File: src/rtl/alarm_pkg.sv
`default_nettype none
// +------------------------------------------------------------------+
// | alarm_pkg : shared state encoding and default parameters        |
// | rev 1.0                                                          |
// +------------------------------------------------------------------+
package alarm_pkg;

  localparam int c_state_w = 3;

  typedef enum logic [c_state_w-1:0] {
    DISARMED    = 3'd0,
    ARMED       = 3'd1,
    ENTRY_DELAY = 3'd2,
    ALARM       = 3'd3
  } state_t;

  localparam int c_def_n_sensors     = 4;
  localparam int c_def_code_w        = 10;
  localparam int c_def_clk_hz        = 50_000_000;
  localparam int c_def_entry_delay_s = 5;
  localparam int c_def_max_tries     = 3;
  localparam int c_def_lockout_s     = 30;

endpackage
`default_nettype wire

File: src/rtl/alarm_tick_gen.sv
`default_nettype none
// +------------------------------------------------------------------+
// | alarm_tick_gen : restartable 1 s tick, one pulse every CLK_HZ    |
// | rev 1.0                                                          |
// +------------------------------------------------------------------+
module alarm_tick_gen #(
  parameter int CLK_HZ = 50_000_000
) (
  input  logic iCLK,
  input  logic iRST,
  input  logic iRestart,
  output logic o1Hz
);

  localparam int c_cnt_w = (CLK_HZ > 1) ? $clog2(CLK_HZ) : 1;
  localparam logic [c_cnt_w-1:0] c_last = c_cnt_w'(CLK_HZ - 1);

  logic [c_cnt_w-1:0] r_cnt;

  always_ff @(posedge iCLK or posedge iRST) begin
    if (iRST) begin
      r_cnt <= '0;
    end else if (iRestart || (r_cnt == c_last)) begin
      r_cnt <= '0;
    end else begin
      r_cnt <= r_cnt + c_cnt_w'(1);
    end
  end

  // Decoded from the count so the consumer acts exactly CLK_HZ edges after a restart.
  assign o1Hz = (r_cnt == c_last) && !iRestart;

endmodule
`default_nettype wire

File: src/rtl/alarm_arm_ctrl.sv
`default_nettype none
// +------------------------------------------------------------------+
// | alarm_arm_ctrl : arm/disarm FSM with entry delay and code lockout|
// | rev 1.0                                                          |
// +------------------------------------------------------------------+
module alarm_arm_ctrl
  import alarm_pkg::*;
#(
  parameter int N_SENSORS     = c_def_n_sensors,
  parameter int CODE_W        = c_def_code_w,
  parameter int CLK_HZ        = c_def_clk_hz,
  parameter int ENTRY_DELAY_S = c_def_entry_delay_s,
  parameter int MAX_TRIES     = c_def_max_tries,
  parameter int LOCKOUT_S     = c_def_lockout_s
) (
  input  logic                 iCLK,
  input  logic                 iRST,
  input  logic [CODE_W-1:0]    iCode,
  input  logic                 iCode_Load,
  input  logic                 iCode_Enter,
  input  logic [N_SENSORS-1:0] iSense,
  input  logic [N_SENSORS-1:0] iSense_Mask,
  output logic [2:0]           oState,
  output logic                 oArmed,
  output logic                 oVideo_On,
  output logic                 oAlarm,
  output logic [N_SENSORS-1:0] oTrip_Chan,
  output logic                 oLocked,
  output logic [7:0]           oCountdown
);

  localparam int c_fail_w = $clog2(MAX_TRIES + 1);
  localparam logic [c_fail_w-1:0] c_last_try = c_fail_w'(MAX_TRIES - 1);

  state_t               r_state;
  logic [N_SENSORS-1:0] r_sync1, r_sync2, r_hist;
  logic [1:0]           r_seed;
  logic [CODE_W-1:0]    r_code;
  logic                 r_code_valid;
  logic [c_fail_w-1:0]  r_fails;
  logic [7:0]           r_lock_s;

  logic [N_SENSORS-1:0] w_trip;
  logic w_trip_any, w_enter_ok, w_good, w_bad, w_lock_start;
  logic w_entry_start, w_disarm, w_entry_tick, w_lock_tick;

  // History only becomes meaningful once the synchronizer holds a real sample.
  always_ff @(posedge iCLK or posedge iRST) begin
    if (iRST) begin
      r_sync1 <= '0;
      r_sync2 <= '0;
      r_hist  <= '0;
      r_seed  <= '0;
    end else begin
      r_sync1 <= iSense;
      r_sync2 <= r_sync1;
      r_hist  <= r_sync2;
      if (r_seed != 2'd3) r_seed <= r_seed + 2'd1;
    end
  end

  assign w_trip     = (r_seed == 2'd3) ? ((r_sync2 ^ r_hist) & ~iSense_Mask) : '0;
  assign w_trip_any = |w_trip;

  assign w_enter_ok    = iCode_Enter && r_code_valid && !oLocked;
  assign w_good        = w_enter_ok && (iCode == r_code);
  assign w_bad         = w_enter_ok && (iCode != r_code);
  assign w_lock_start  = w_bad && (r_fails == c_last_try);
  assign w_entry_start = (r_state == ARMED) && w_trip_any && !w_good;
  assign w_disarm      = (r_state != DISARMED) && (w_good || (r_state > ALARM));

  alarm_tick_gen #(.CLK_HZ(CLK_HZ)) u_entry_tick (
    .iCLK(iCLK), .iRST(iRST), .iRestart(w_entry_start), .o1Hz(w_entry_tick)
  );

  alarm_tick_gen #(.CLK_HZ(CLK_HZ)) u_lock_tick (
    .iCLK(iCLK), .iRST(iRST), .iRestart(w_lock_start), .o1Hz(w_lock_tick)
  );

  always_ff @(posedge iCLK or posedge iRST) begin
    if (iRST) begin
      r_code       <= '0;
      r_code_valid <= 1'b0;
      r_fails      <= '0;
      r_lock_s     <= '0;
      oLocked      <= 1'b0;
    end else begin
      if (iCode_Load && !iCode_Enter && (r_state == DISARMED)) begin
        r_code       <= iCode;
        r_code_valid <= 1'b1;
      end
      if (oLocked) begin
        if (w_lock_tick) begin
          if (r_lock_s == 8'd1) begin
            oLocked  <= 1'b0;
            r_fails  <= '0;
            r_lock_s <= '0;
          end else begin
            r_lock_s <= r_lock_s - 8'd1;
          end
        end
      end else if (w_good) begin
        r_fails <= '0;
      end else if (w_bad) begin
        r_fails <= r_fails + c_fail_w'(1);
        if (w_lock_start) begin
          oLocked  <= 1'b1;
          r_lock_s <= 8'(LOCKOUT_S);
        end
      end
    end
  end

  always_ff @(posedge iCLK or posedge iRST) begin
    if (iRST) begin
      r_state    <= DISARMED;
      oArmed     <= 1'b0;
      oVideo_On  <= 1'b0;
      oAlarm     <= 1'b0;
      oTrip_Chan <= '0;
      oCountdown <= '0;
    end else begin
      case (r_state)
        DISARMED: if (w_good) begin
          r_state <= ARMED;
          oArmed  <= 1'b1;
        end
        ARMED: if (w_entry_start) begin
          r_state    <= ENTRY_DELAY;
          oVideo_On  <= 1'b1;
          oTrip_Chan <= w_trip;
          oCountdown <= 8'(ENTRY_DELAY_S);
        end
        ENTRY_DELAY: begin
          oTrip_Chan <= oTrip_Chan | w_trip;
          if (w_entry_tick) begin
            if (oCountdown <= 8'd1) begin
              r_state    <= ALARM;
              oAlarm     <= 1'b1;
              oCountdown <= '0;
            end else begin
              oCountdown <= oCountdown - 8'd1;
            end
          end
        end
        ALARM:   oTrip_Chan <= oTrip_Chan | w_trip;
        default: ;
      endcase
      // Disarm and illegal-state recovery override whatever the case above scheduled.
      if (w_disarm) begin
        r_state    <= DISARMED;
        oArmed     <= 1'b0;
        oVideo_On  <= 1'b0;
        oAlarm     <= 1'b0;
        oTrip_Chan <= '0;
        oCountdown <= '0;
      end
    end
  end

  assign oState = r_state;

endmodule
`default_nettype wire

File: config.mk
export PLATFORM = sky130hd
export DESIGN_NAME = alarm_arm_ctrl
export DESIGN_NICKNAME = d
export VERILOG_FILES = /design/src/rtl/alarm_pkg.sv /design/src/rtl/alarm_tick_gen.sv /design/src/rtl/alarm_arm_ctrl.sv
export SDC_FILE = /design/constraint.sdc
export NUM_CORES = 1
export LEC_CHECK = 0
export ABC_AREA = 1
export BUFFER_PORTS_ARGS = -buffer_cell sky130_fd_sc_hd__buf_2
export CAP_MARGIN = 0
export CORE_MARGIN = 1.5
export CORE_UTILIZATION = 45
export CTS_CLUSTER_SIZE = 16
export DETAILED_ROUTE_END_ITERATION = 10
export PLACE_DENSITY = 0.65
export SETUP_SLACK_MARGIN = 0.02
export SYNTH_ARGS = -nofsm -noshare
export SYNTH_HDL_FRONTEND = slang
export SYNTH_SLANG_ARGS = --single-unit
File: constraint.sdc
create_clock -name iCLK -period 3.2 [get_ports iCLK]
set_input_delay 0.48 -clock iCLK [delete_from_list [all_inputs] [get_ports iCLK]]
set_output_delay 0.48 -clock iCLK [all_outputs]
set_load 0.02 [all_outputs]
### After elaboration in Yosys (flattened, before gate mapping)

Index checks and enable logic that the tools add are counted.

| storage, ports and cells | value |
|---|---|
| register bits after elaboration | 106 |
| bits of input ports | 22 |
| output and inout port bits | 19 |
| logic and storage cells | 136 |

| cells by class | value |
|---|---|
| add/subtract/negate cells | 6 |
| magnitude comparators | 2 |
| equality and inequality tests | 18 |
| muxes and demuxes | 44 |
| bitwise logic cells | 4 |
| reductions and logical operators | 45 |

Operators with widths:

| cell | number |
|---|---|
| 2-to-1 mux 8 bit | 10 |
| adder 26 x 1 -> 26 bit, second input constant | 2 |
| == test 26 bit, second input constant | 2 |
| 2-to-1 mux 26 bit | 2 |
| nonzero test 2 bit | 9 |
| 2-to-1 mux 1 bit | 16 |
| case mux 8 bit (2 select lines) | 1 |
| subtractor 8 x 1 -> 8 bit, second input constant | 2 |
| 2-to-1 mux 3 bit | 5 |
| logical AND 1 bit | 12 |
| 2-to-1 mux 4 bit | 3 |
| nonzero test 3 bit | 4 |
| == test 10 bit | 1 |
| 2-to-1 mux 2 bit | 5 |
| inequality test 10 bit | 1 |
| case mux 3 bit (3 select lines) | 1 |
| AND reduction 3 bit | 3 |
| == test 8 x 1 -> 1 bit, second input constant | 1 |
| <= comparator 8 x 1 -> 1 bit, second input constant | 1 |
| case mux 4 bit (2 select lines) | 1 |
| == test 3 x 2 -> 1 bit, second input constant | 2 |
| inequality test 3 x 2 -> 1 bit, second input constant | 2 |
| inequality test 3 bit, second input constant | 2 |
| AND reduction 2 bit | 3 |
| other kinds (18) | 28 |

### Longest topological paths before layout

Gate-level depths: netlist of run 1.

| depth | value |
|---|---|
| word-level depth | 11 |
| mapped depth | 14 |
| depth with buffers taken out | 14 |

### Modules after synthesis

A second synthesis of run 1 with hierarchy kept.

| unflattened totals | value |
|---|---|
| cell total of the unflattened synthesis | 787 |
| area, all modules | 6022.0 µm² |

Modules (own cells, without submodules):

| module | times used | cells an instance | area an instance (µm²) | seq. area each (µm²) |
|---|---|---|---|---|
| alarm_tick_gen | 2 | 227 | 1597.8 | 650.6 |
| alarm_arm_ctrl | 1 | 333 | 2826.5 | 1326.3 |

### Worst setup path before layout of run 1

No wires, ideal clock.

| timing | value |
|---|---|
| path type | reg2reg |
| start point | reg oLocked |
| end point | reg oCountdown[0] |
| setup time | 121 ps |
| arrival time | 1727 ps |
| data required time | 3079 ps |
| slack | 1352 ps |
| stages on the path, launching flop included | 10 |
| path buffers | 1 |
| clock period less this slack | 1848 ps |
| path through | dfrtp_1 > nor3_2 > nand3_2 > nand2_2 > nand2_1 > nand2_1 > nand3_2 > buf_6 > nand2_1 > o21ai_1 |

| on the way | value |
|---|---|
| word-level cells in the longest chain between the ends | 9 |
| elaborated cells between the ends (all ways) | 14 |
| classes of those cells | eq/ne (2); mux (1); reduce/logical (11) |

RTL lines:

| element | line | text |
|---|---|---|
| start, declared | alarm_arm_ctrl.sv:28 | `output logic oLocked,` |
| start signal, assigned | alarm_arm_ctrl.sv:86 | `oLocked <= 1'b0;` |
| start signal, assigned | alarm_arm_ctrl.sv:95 | `oLocked <= 1'b0;` |
| start signal, assigned | alarm_arm_ctrl.sv:107 | `oLocked <= 1'b1;` |
| logical NOT 1 bit (*) | alarm_arm_ctrl.sv:65 | `assign w_enter_ok = iCode_Enter && r_code_valid && !oLocked;` |
| logical AND 1 bit (*) | alarm_arm_ctrl.sv:65 |  |
| logical AND 1 bit (*) | alarm_arm_ctrl.sv:66 | `assign w_good = w_enter_ok && (iCode == r_code);` |
| logical NOT 1 bit | alarm_arm_ctrl.sv:69 | `assign w_entry_start = (r_state == ARMED) && w_trip_any && !w_good;` |
| logical AND 1 bit | alarm_arm_ctrl.sv:69 |  |
| logical NOT 1 bit | alarm_tick_gen.sv:31 | `assign o1Hz = (r_cnt == c_last) && !iRestart;` |
| logical AND 1 bit | alarm_tick_gen.sv:31 |  |
| inequality test 3 x 2 -> 1 bit (no source line) | - |  |
| AND reduction 3 bit (no source line) | - |  |
| end signal, assigned | alarm_arm_ctrl.sv:132 | `oCountdown <= 8'(ENTRY_DELAY_S);` |
| end signal, assigned | alarm_arm_ctrl.sv:142 | `oCountdown <= oCountdown - 8'd1;` |
| end, declared | alarm_arm_ctrl.sv:29 | `output logic [7:0] oCountdown` |

Mark *: on every way between the ends. The rest lies on a longest branch, timed or not.
A chain may end at the register's enable or synchronous reset.

### Worst setup path in the final report of run 1

Ends and elaborated chain as after synthesis.

==> reports/results.ini, run 1 <==
[clock_tree]
post_cts_buffers=0
clockBufferDepth=2
post_cts_resized=0
cts.clk_slew.worst_paths_ps=70
clock-sinks=105
cts_buffers=9
clkLatencyLatePin_ps=350
postCtsHoldBufs=0
root_buffer=clkbuf_16
cts_tree=done
htree_levels=3

[logic_synthesis]
yosysUniqueCellTypes=41
avgSynthCellArea_um2=8.320
synthTopCellsByArea=dfrtp_1 (49%), nand2_1 (9.6%), nor2_1 (5.8%), inv_1 (5.3%), nand3_1 (3.4%)
syn_inst=651
synth_edf_count=0
ys_ff_latch=105
synthArstFlopShare_pct=100.0
yosysWarnings=0
ys_seq_area_share_pct=48.51
syn_nets=686
synth.largest_area_cell=dfrtp_1
ys.flop_type=dfrtp_1
syn-cell-area_um2=5416
yosysTopAreaCellShare_pct=48.51

[routing]
postRouteAntennaNets=0
routedWlPerCell_um=13.08
drt_iter0_drc=264
routed_wl_mm=10.99
num_vias=4389
drc=0
via_per_inst=5.225
drt_pre_antenna_iters=4

[placement]
gp_congestion=0.8572
dpl_cell_area_um2=5757
port_buffers=39
hpwlAfterDp_mm=7.762

[worst_setup_path]
worstPathArrival_ps=2650
cp_slowest_cell=nand4_1
cp-start-kind=flop
critPathRequiredTime_ps=3430
end_kind=flop
cp_max_fo=16
crit_buf_inv=0
path_cells=nor3_2 -> nand4_1 -> nand3_1 -> nand3_2 -> nand2_1 -> o21ai_1
cp_top_family=simple AND/OR/NAND/NOR gates
crit_type=reg -> reg
slowest_delay_ps=520

[pwr]
comb_power_share_pct=4.1
seq_power_share_pct=51.4
power.static_leakage_nw=2.895
intPower_mw=2.082
netSwitchingPower_mw=0.5838
ir_drop_v=0.0002716
power.density_nw_per_um2=438.9
p_clk_share_pct=44.5
switching_share_pct=21.90

[layout]
area_growth_pct=12.13
final_cell_area_um2=6073
nets=728
fill_cells=1080
final_util_pct=52.52
drive_gt1_share_pct=11.91
antenna_cells=0

[sta]
max_freq_ghz=0.4135
tightestPinTransition_ps=870.2
setup_viol=0
hold_violations=0
setup_tns_ps=0
whs_ps=230.0
final.setup_skew_ps=9.053
layout_min_cycle_time_ps=2418
slew-limit-headroom_pct=41.45
finalCritPeriodShare_pct=75.57
rsz0062_at_grt=false
maxSlewViolCount=0

[flow_run]
cap_violations=0

[floorplan]
die_h_um=112.7
fp.dieArea_um2=12700
num_rows=39
ios=41
initial_core_util_pct=46.84
fp.dieW_um=112.7
fp.coreArea_um2=11560

[global_route]
overflow=0
antenna_found_initial=0
grt_usage_pct=19.04
grt_pass1_vias=4361
grt_max_degree=106
grt_pass1_wl_mm=19.49

[run_status]
status=completed

[worst_hold_path]
min_path_type=in -> reg

[metrics by stage]
step	setup WS [ps]	power, mW	cells
3_3_place_gp	760.8	1.503	825
4_1_cts	756.2	2.711	840
3_5_place_dp	676.0	1.509	825
5_1_grt	520.3	2.779	840
6_report	781.8	2.666	840
2_1_floorplan	1352	1.471	651
[metal layers]
metal / share of wire [%] / wire (µm) / vias to the layer above / track usage, %
met5: 0 / 0 / - / 0
met1: 46 / 5019 / 2099 / 23.52
met2: 49 / 5416 / 66 / 31.79
met4: 2.3 / 253 / 0 / 9.451
li1: - / - / 2202 / -
met3: 2.7 / 296 / 22 / 4.071
[worst register-to-register path: cells and delay by family, from the launching register on]
kind	cells	cell delay, ps
flip-flops	1	490
AO/OA/AOI/OAI	1	80
AND/OR/NAND/NOR	5	1730
[area by class of cell]
cell class | count | area [µm²] | share of cell area, %
flip-flops and latches | 105 | 2628 | 43.26
multi-input cells | 458 | 2431 | 40.03
inverters | 78 | 296.5 | 4.883
clock buffers | 9 | 225.2 | 3.708
repair buffers | 41 | 222.7 | 3.667
well taps | 143 | 178.9 | 2.946
clock inverters | 6 | 91.34 | 1.504
[Yosys cell counts (2+ instances only)]
master,count
a211oi_1,7
a21oi_1,19
a31oi_1,4
and2_1,3
buf_2,4
buf_4,2
buf_6,2
clkbuf_1,2
dfrtp_1,105
ha_1,13
inv_1,76
inv_2,2
mux2_2,6
nand2_1,138
nand2_2,2
nand3_1,37
nand3_2,3
nand4_1,19
nor2_1,83
nor2_2,2
nor2_4,2
nor3_1,21
nor3b_1,4
nor4_1,7
o21a_1,3
o21ai_0,32
o21ai_1,8
o21bai_1,2
or2_2,4
xnor2_1,14
xor2_1,15
[path summary, 6_finish.rpt]
path,depth (start not counted),slack (ps),start,end
worst max register to register,6,780,oLocked,oCountdown[0]
worst min-delay path,1,230,iSense[3],r_sync1[3]
worst min register to register,0,350,r_sync1[2],r_sync2[2]
min in group asynchronous,3,260,iRST,u_lock_tick.r_cnt[15]
max in group asynchronous,3,2510,iRST,r_code[0]
worst max-delay path,6,780,oLocked,oCountdown[0]
[layout by cell type, fill, tap and decap left out, types with 6 or more instances in the layout]
cell | synthesis | layout
a211oi_1 | 7 | 7
a21oi_1 | 19 | 19
buf_2 | 4 | 39
clkbuf_16 | 0 | 9
dfrtp_1 | 105 | 105
ha_1 | 13 | 13
inv_1 | 76 | 75
mux2_2 | 6 | 6
nand2_1 | 138 | 138
nand3_1 | 37 | 37
nand4_1 | 19 | 19
nor2_1 | 83 | 83
nor3_1 | 21 | 21
nor4_1 | 7 | 7
o21ai_0 | 32 | 32
o21ai_1 | 8 | 8
xnor2_1 | 14 | 14
xor2_1 | 15 | 15
[flip-flops by register name (all words and copies together), names as in the netlist]
| signal | count |
|---|---|
| r_code_valid | 1 |
| r_fails | 2 |
| oCountdown | 8 |
| oVideo_On | 1 |
| r_code | 10 |
| oLocked | 1 |
| oAlarm | 1 |
| u_entry_tick.r_cnt | 26 |
| r_hist | 4 |
| oState | 2 |
| r_lock_s | 8 |
| r_seed | 2 |
| oTrip_Chan | 4 |
| r_sync2 | 4 |
| u_lock_tick.r_cnt | 26 |
| r_sync1 | 4 |
| oArmed | 1 |
[cells by family (layout without fill, tap and decap cells)]
group	after synthesis	in the layout	synth area share (%)
AO/OA/AOI/OAI	80	80	8.478
XOR/XNOR	29	29	4.689
adder cells (fa/ha/maj)	13	13	3.003
buffers and inverters	88	134	6.607
flip-flops	105	105	48.51
multiplexers	6	6	1.247
other	1	1	0.06923
AND/OR/NAND/NOR	329	329	27.40
[power by group through the flow]
stage,clock network (mW),logic (mW),registers (mW)
2_1_floorplan,0,0.0796,1.39
3_3_place_gp,0,0.110,1.39
3_5_place_dp,0,0.113,1.40
4_1_cts,1.23,0.114,1.37
5_1_grt,1.28,0.131,1.37
6_report,1.19,0.110,1.37
Note: power is estimated with default switching activity, not from simulation.
==> inputs of run 2 (changes only) <==
--- a/config.mk
+++ b/config.mk
@@ -5,14 +5,14 @@
 export SDC_FILE = /design/constraint.sdc
 export NUM_CORES = 1
 export LEC_CHECK = 0
-export ABC_AREA = 1
+export ABC_AREA = 0
 export BUFFER_PORTS_ARGS = -buffer_cell sky130_fd_sc_hd__buf_2
 export CAP_MARGIN = 0
 export CORE_MARGIN = 1.5
 export CORE_UTILIZATION = 45
 export CTS_CLUSTER_SIZE = 16
 export DETAILED_ROUTE_END_ITERATION = 10
-export PLACE_DENSITY = 0.65
+export PLACE_DENSITY = 0.63
 export SETUP_SLACK_MARGIN = 0.02
 export SYNTH_ARGS = -nofsm -noshare
 export SYNTH_HDL_FRONTEND = slang
==> constraint.sdc (replaced) <==
create_clock -name iCLK -period 2.4 [get_ports iCLK]
set_input_delay 0.36 -clock iCLK [delete_from_list [all_inputs] [get_ports iCLK]]
set_output_delay 0.36 -clock iCLK [all_outputs]
set_load 0.02 [all_outputs]
==> run 2 against run 1 <==
Compared with the run above:
- die area shrank 2.7%
- hold slack got worse by 120 ps
- critical path depth grew 2
- sequential cell count unchanged
- wire length decreased by 7.0%
- largest power group unchanged
==> reports/results.ini, run 2 <==
[sta]
hold_violations=0  ; unchanged
slew-limit-headroom_pct=61.45  ; was 41.45%
max_freq_ghz=0.4623  ; was 0.4135 GHz
layout_min_cycle_time_ps=2163  ; was 2418 ps
tightestPinTransition_ps=575.5  ; was 870.2 ps
setup_viol=0  ; unchanged
finalCritPeriodShare_pct=90.14  ; was 75.57%
final.setup_skew_ps=9.586  ; was 9.053 ps
rsz0062_at_grt=false  ; unchanged
maxSlewViolCount=0  ; unchanged
setup_tns_ps=0  ; unchanged

[floorplan]
fp.dieArea_um2=12360  ; was 12700 µm²
fp.coreArea_um2=11420  ; was 11560 µm²
fp.dieW_um=111.2  ; was 112.7 µm
die_h_um=111.2  ; was 112.7 µm
num_rows=39  ; unchanged
ios=41  ; unchanged
initial_core_util_pct=46.13  ; was 46.84%

[logic_synthesis]
yosysTopAreaCellShare_pct=49.88  ; was 48.51%
syn_inst=506  ; was 651
ys_seq_area_share_pct=49.88  ; was 48.51%
avgSynthCellArea_um2=10.41  ; was 8.320 µm²
syn_nets=541  ; was 686
synth_edf_count=0  ; unchanged
synthTopCellsByArea=dfrtp_1 (50%), xor2_1 (6.0%), nor2_1 (5.0%), xnor2_1 (4.5%), ha_1 (3.1%)  ; was dfrtp_1 (49%), nand2_1 (9.6%), nor2_1 (5.8%), inv_1 (5.3%), nand3_1 (3.4%)
yosysUniqueCellTypes=55  ; was 41
synth_commonest_cells=dfrtp_1 (105), nor2_1 (70), xor2_1 (36)  ; was nand2_1 (138), dfrtp_1 (105), nor2_1 (83)
ys_ff_latch=105  ; unchanged
yosysMostFrequentCell=dfrtp_1  ; was nand2_1
synth.largest_area_cell=dfrtp_1  ; unchanged
synthArstFlopShare_pct=100.0  ; unchanged
yosysWarnings=0  ; unchanged
syn-cell-area_um2=5268  ; was 5416 µm²
ys.flop_type=dfrtp_1  ; unchanged

[worst_setup_path]
worstPathArrival_ps=2390  ; was 2650 ps
path_common_cell=nor2_1
end_kind=flop  ; unchanged
slowest_delay_ps=380  ; was 520 ps
crit_type=reg -> reg  ; unchanged
path_cells=ha_1 -> inv_1 -> o32ai_2 -> nor2_1 -> nor3_1 -> or2_1 -> buf_4 -> nor2_1  ; was nor3_2 -> nand4_1 -> nand3_1 -> nand3_2 -> nand2_1 -> o21ai_1
cp-start-kind=flop  ; unchanged
cp_slowest_cell=dfrtp_1  ; was nand4_1
critPathRequiredTime_ps=2630  ; was 3430 ps
cp_max_fo=25  ; was 16

[layout]
fill_cells=1053  ; was 1080
nets=597  ; was 728
antenna_cells=0  ; unchanged
drive_gt1_share_pct=18.17  ; was 11.91%
reg_top3=u_entry_tick.r_cnt: 26 flops, u_lock_tick.r_cnt: 26 flops, r_code: 10 flops  ; unchanged
fin_cells=710  ; was 840
area_growth_pct=15.01  ; was 12.13%
final_util_pct=53.06  ; was 52.52%
final_common_cell=dfrtp_1  ; was nand2_1
layout_common_cells=dfrtp_1 (105), nor2_1 (70), buf_2 (39)  ; was nand2_1 (138), dfrtp_1 (105), nor2_1 (83)

[clock_tree]
clockBufferDepth=2  ; unchanged
cts_tree=done  ; unchanged
clkLatencyLatePin_ps=350  ; about the same
root_buffer=clkbuf_16  ; unchanged
cts.clk_slew.worst_paths_ps=70  ; about the same
htree_levels=3  ; unchanged
clock-sinks=105  ; unchanged
cts_buffers=9  ; unchanged

[placement]
hpwlAfterDp_mm=7.180  ; was 7.762 mm
gp_congestion=0.8252  ; was 0.8572
port_buffers=39  ; unchanged
numPlacedInstances=694  ; was 825

[global_route]
grt_usage_pct=17.55  ; was 19.04%
overflow=0  ; unchanged
antenna_found_initial=0  ; unchanged
grt_max_degree=106  ; unchanged
grt_pass1_wl_mm=17.74  ; was 19.49 mm
grt_pass1_vias=3818  ; was 4361

[routing]
routedWlPerCell_um=14.39  ; was 13.08 µm
postRouteAntennaNets=0  ; unchanged
num_vias=3824  ; was 4389
drt_pre_antenna_iters=4  ; unchanged
drc=0  ; unchanged
via_per_inst=5.386  ; was 5.225
drt_iter0_drc=171  ; was 264
routed_wl_mm=10.22  ; was 10.99 mm

[pwr]
power.density_nw_per_um2=878.4  ; was 438.9 nW/µm²
power.static_leakage_nw=2.655  ; was 2.895 nW
ir_drop_v=0.0005772  ; was 0.0002716 V

[flow_run]
cap_violations=0  ; unchanged

[worst_hold_path]
min_path_type=in -> reg  ; unchanged

[run_status]
status=completed  ; unchanged

run 2: timing repair:
item	4_1_cts	5_1_grt
hold buffers	0	0
endpoints found under the setup margin	0	32
resized for setup	0	4
setup buffers	0	0
endpoints found under the hold margin	0	0
run 2: through the flow:
step	setup WS, ps	power (mW)	area, µm²	hold slack, ps
detailed placement	165.6	3.754	5707	337.9
finish	236.7	5.322	6058	113.8
CTS	122.1	5.380	6036	100.1
floorplan	388.1	3.400	5271	331.2
global placement	178.1	3.696	5707	338.1
global route	52.30	5.671	6058	101.9
run 2: final timing paths:
| kind | from | endpoint | slack (ps) | cells past startpoint |
|---|---|---|---|---|
| max in group asynchronous | iRST | u_entry_tick.r_cnt[19] | 1830 | 3 |
| min in group asynchronous | iRST | r_sync2[0] | 170 | 3 |
| hold / removal | iSense[0] | r_sync1[0] | 110 | 1 |
| setup reg to reg | r_seed[0] | u_entry_tick.r_cnt[15] | 240 | 8 |
| setup / recovery | r_seed[0] | u_entry_tick.r_cnt[15] | 240 | 8 |
| hold reg to reg | r_sync1[2] | r_sync2[2] | 350 | 0 |
run 2: power by group:
group | internal [mW] | total (mW) | switching, mW
Clock | 0.946 | 1.60 | 0.658
Combinational | 0.539 | 1.14 | 0.604
Sequential | 2.17 | 2.57 | 0.409
run 2: final cells by class:
cell class / count / area (µm²) / area share, %
inverter: 23 / 90.09 / 1.487
multi-input combinational: 365 / 2470 / 40.77
clock buffer: 10 / 239.0 / 3.945
timing repair buffer: 58 / 362.8 / 5.989
tap: 143 / 178.9 / 2.953
clock inverter: 6 / 90.09 / 1.487
sequential: 105 / 2628 / 43.37
run 2: layer usage:
layer / track usage (%) / wire length (µm) / vias up
li1: - / - / 1888
met1: 22.88 / 4874 / 1869
met2: 28.51 / 4854 / 55
met3: 4.647 / 354 / 12
met4: 5.823 / 133 / 0
met5: 0 / 0 / -
run 2: logic make-up after synthesis:
logic type               after synthesis  share of synthesized area, %
buffers and inverters                 36                         3.658
adder cells (fa/ha/maj)               13                         3.088
flip-flops                           105                         49.88
other                                  1                       0.07119
XOR/XNOR                              63                         10.48
AND/OR/NAND/NOR                      219                         21.81
multiplexers                          12                         2.565
AO/OA/AOI/OAI                         57                         8.457
run 2: worst max-delay path, delay by kind of cell, from the launching register on:
kind,cells,cell delay (ps)
AOI/OAI and AO/OA,1,320
adders and majority gates,1,260
buffers and inverters,2,390
DFF,1,380
and+or+nand+nor,4,690
==> inputs of run 3 (changes only) <==
--- a/config.mk
+++ b/config.mk
@@ -8,6 +8,7 @@
 export ABC_AREA = 0
 export BUFFER_PORTS_ARGS = -buffer_cell sky130_fd_sc_hd__buf_2
 export CAP_MARGIN = 0
+export CORE_ASPECT_RATIO = 0.75
 export CORE_MARGIN = 1.5
 export CORE_UTILIZATION = 45
 export CTS_CLUSTER_SIZE = 16
==> run 3 against run 2 <==
Compared with the run above:
- clock skew about the same
- via count stayed put
- critical path depth shrank 1
- clock power down 9%
- worst setup slack worse by 120 ps
- wire length increased by 5.7%
- die area is essentially flat
- global-route usage is 1.2 points higher
- power shrank 2.7%
- combinational power about the same
- largest cell class unchanged
- largest power group unchanged
==> reports/results.ini, run 3 (synthesis gave the netlist of run 2 again) <==
[run_status]
status=completed  ; unchanged

[clock_tree]
clock-sinks=105  ; unchanged
root_buffer=clkbuf_16  ; unchanged
clockBufferDepth=2  ; unchanged
cts_tree=done  ; unchanged
htree_levels=3  ; unchanged
cts_buffers=9  ; unchanged
clkLatencyLatePin_ps=340  ; was 350 ps
cts.clk_slew.worst_paths_ps=70  ; about the same

[layout]
final_cell_area_um2=6007  ; was 6058 µm²
final_common_cell=dfrtp_1  ; unchanged
antenna_cells=0  ; unchanged
layout_common_cells=dfrtp_1 (105), nor2_1 (70), buf_2 (39)  ; unchanged
nets=596  ; was 597
reg_top3=u_entry_tick.r_cnt: 26 flops, u_lock_tick.r_cnt: 26 flops, r_code: 10 flops  ; unchanged
drive_gt1_share_pct=17.17  ; was 18.17%
area_growth_pct=14.04  ; was 15.01%

[routing]
num_vias=3824  ; unchanged
drc=0  ; unchanged
drt_pre_antenna_iters=5  ; was 4
via_per_inst=5.394  ; was 5.386
routedWlPerCell_um=15.23  ; was 14.39 µm
postRouteAntennaNets=0  ; unchanged
drt_iter0_drc=341  ; was 171
routed_wl_mm=10.80  ; was 10.22 mm

[worst_setup_path]
rr_worst_depth=7  ; was 8
cp-start-kind=flop  ; unchanged
end_kind=flop  ; unchanged
r2r_slack_ps=120  ; was 240 ps
critPathRequiredTime_ps=2630  ; about the same
crit_start=r_code[4]  ; was r_seed[0]
crit_type=reg -> reg  ; unchanged
cp_max_fo=4  ; was 25
endpoint=oState[0]  ; was u_entry_tick.r_cnt[15]
worstPathArrival_ps=2510  ; was 2390 ps
r2r_start=r_code[4]  ; was r_seed[0]
r2r-end=oState[0]  ; was u_entry_tick.r_cnt[15]

[flow_run]
cap_violations=0  ; unchanged

[pwr]
ir_drop_v=0.0003886  ; was 0.0005772 V
power.static_leakage_nw=2.626  ; was 2.655 nW
power_mw=5.178  ; was 5.322 mW
power.density_nw_per_um2=862.1  ; was 878.4 nW/µm²

[floorplan]
num_rows=34  ; was 39
die_h_um=96.70  ; was 111.2 µm
initial_core_util_pct=45.86  ; was 46.13%
fp.dieW_um=127.9  ; was 111.2 µm
fp.dieArea_um2=12370  ; was 12360 µm²
ios=41  ; unchanged
fp.coreArea_um2=11490  ; was 11420 µm²

[sta]
layout_min_cycle_time_ps=2283  ; was 2163 ps
setup_tns_ps=0  ; unchanged
slew-limit-headroom_pct=60.75  ; was 61.45%
finalCritPeriodShare_pct=95.13  ; was 90.14%
hold_violations=0  ; unchanged
maxSlewViolCount=0  ; unchanged
tightestPinTransition_ps=586.0  ; was 575.5 ps
final.setup_skew_ps=9.765  ; was 9.586 ps
rsz0062_at_grt=true  ; was false
layout_setup_ws_ps=117.0  ; was 236.7 ps
whs_ps=67.25  ; was 113.8 ps
setup_viol=0  ; unchanged
max_freq_ghz=0.4380  ; was 0.4623 GHz

[global_route]
grt_pass1_wl_mm=18.47  ; was 17.74 mm
overflow=0  ; unchanged
antenna_found_initial=0  ; unchanged
grt_pass1_vias=3729  ; was 3818
grt_max_degree=50  ; was 106
grt_usage_pct=18.79  ; was 17.55%

[placement]
hpwlAfterDp_mm=7.856  ; was 7.180 mm
gp_congestion=0.8552  ; was 0.8252
pre_cts_ws_ps=107.2  ; was 165.6 ps
dpl_cell_area_um2=5713  ; was 5707 µm²
port_buffers=39  ; unchanged

[worst_hold_path]
min_path_type=in -> async  ; was in -> reg

[run 3: cell count changes in the layout (fill, tap and decap cells not counted), sizes merged]
cell,change
buf,-1
bufinv,-1
clkbuf,+1
clkinv,-2
clkinvlp,+1
[run 3: area by class of cell]
type	instances	area, µm²
Fill cell	1032	5479
Clock buffer	11	232.7
Tap cell	144	180.2
Inverter	23	90.09
Sequential cell	105	2628
Timing Repair Buffer	57	367.9
Multi-Input combinational cell	365	2455
Clock inverter	4	53.80
[run 3: worst min path at each step]
| stage | from | end | slack [ps] |
|---|---|---|---|
| global placement | r_sync1[2] | r_sync2[2] | 330 |
| global route | iRST | r_code[0] | 100 |
| finish | iRST | r_code[0] | 70 |
| CTS | iRST | r_code[0] | 80 |
| floorplan | r_sync1[0] | r_sync2[0] | 330 |
| detailed placement | r_sync1[2] | r_sync2[2] | 340 |
[run 3: timing repair]
item / CTS / global route
setup buffers: 0 / 0
gates resized for setup: 0 / 2
setup endpoints to repair: 0 / 26
hold buffers: 0 / 0
[run 3: per-layer routing]
layer / global-route usage [%] / part of all wire [%] / vias to the layer above
met5: 0 / 0 / -
met4: 5.099 / 0.90 / 0
met3: 4.369 / 4.1 / 12
met2: 26.14 / 42 / 81
met1: 29.22 / 53 / 1848
li1: - / - / 1883
[run 3: per-stage QoR]
stage | std cells | utilization [%]
6_report | 709 | 52.30
5_1_grt | 709 | 52.30
4_1_cts | 709 | 52.23
3_5_place_dp | 694 | 49.74
3_3_place_gp | 694 | 49.74
2_1_floorplan | 506 | -
[run 3: report_power, final]
group          leakage, nW  total [mW]  internal [mW]  switching, mW
logic                 1.20        1.14          0.534          0.602
clock network        0.132        1.45          0.808          0.640
registers             1.30        2.59           2.17          0.428
total                 2.63        5.18           3.51           1.67
[run 3: worst max-delay path, stage by stage (launching register included)]
cell and delay, ps:
dfrtp_1 390, xor2_1 170, nor4_2 390, and3_1 450
buf_4 200, a2bb2oi_1 210, o21ai_0 150, a22o_1 200
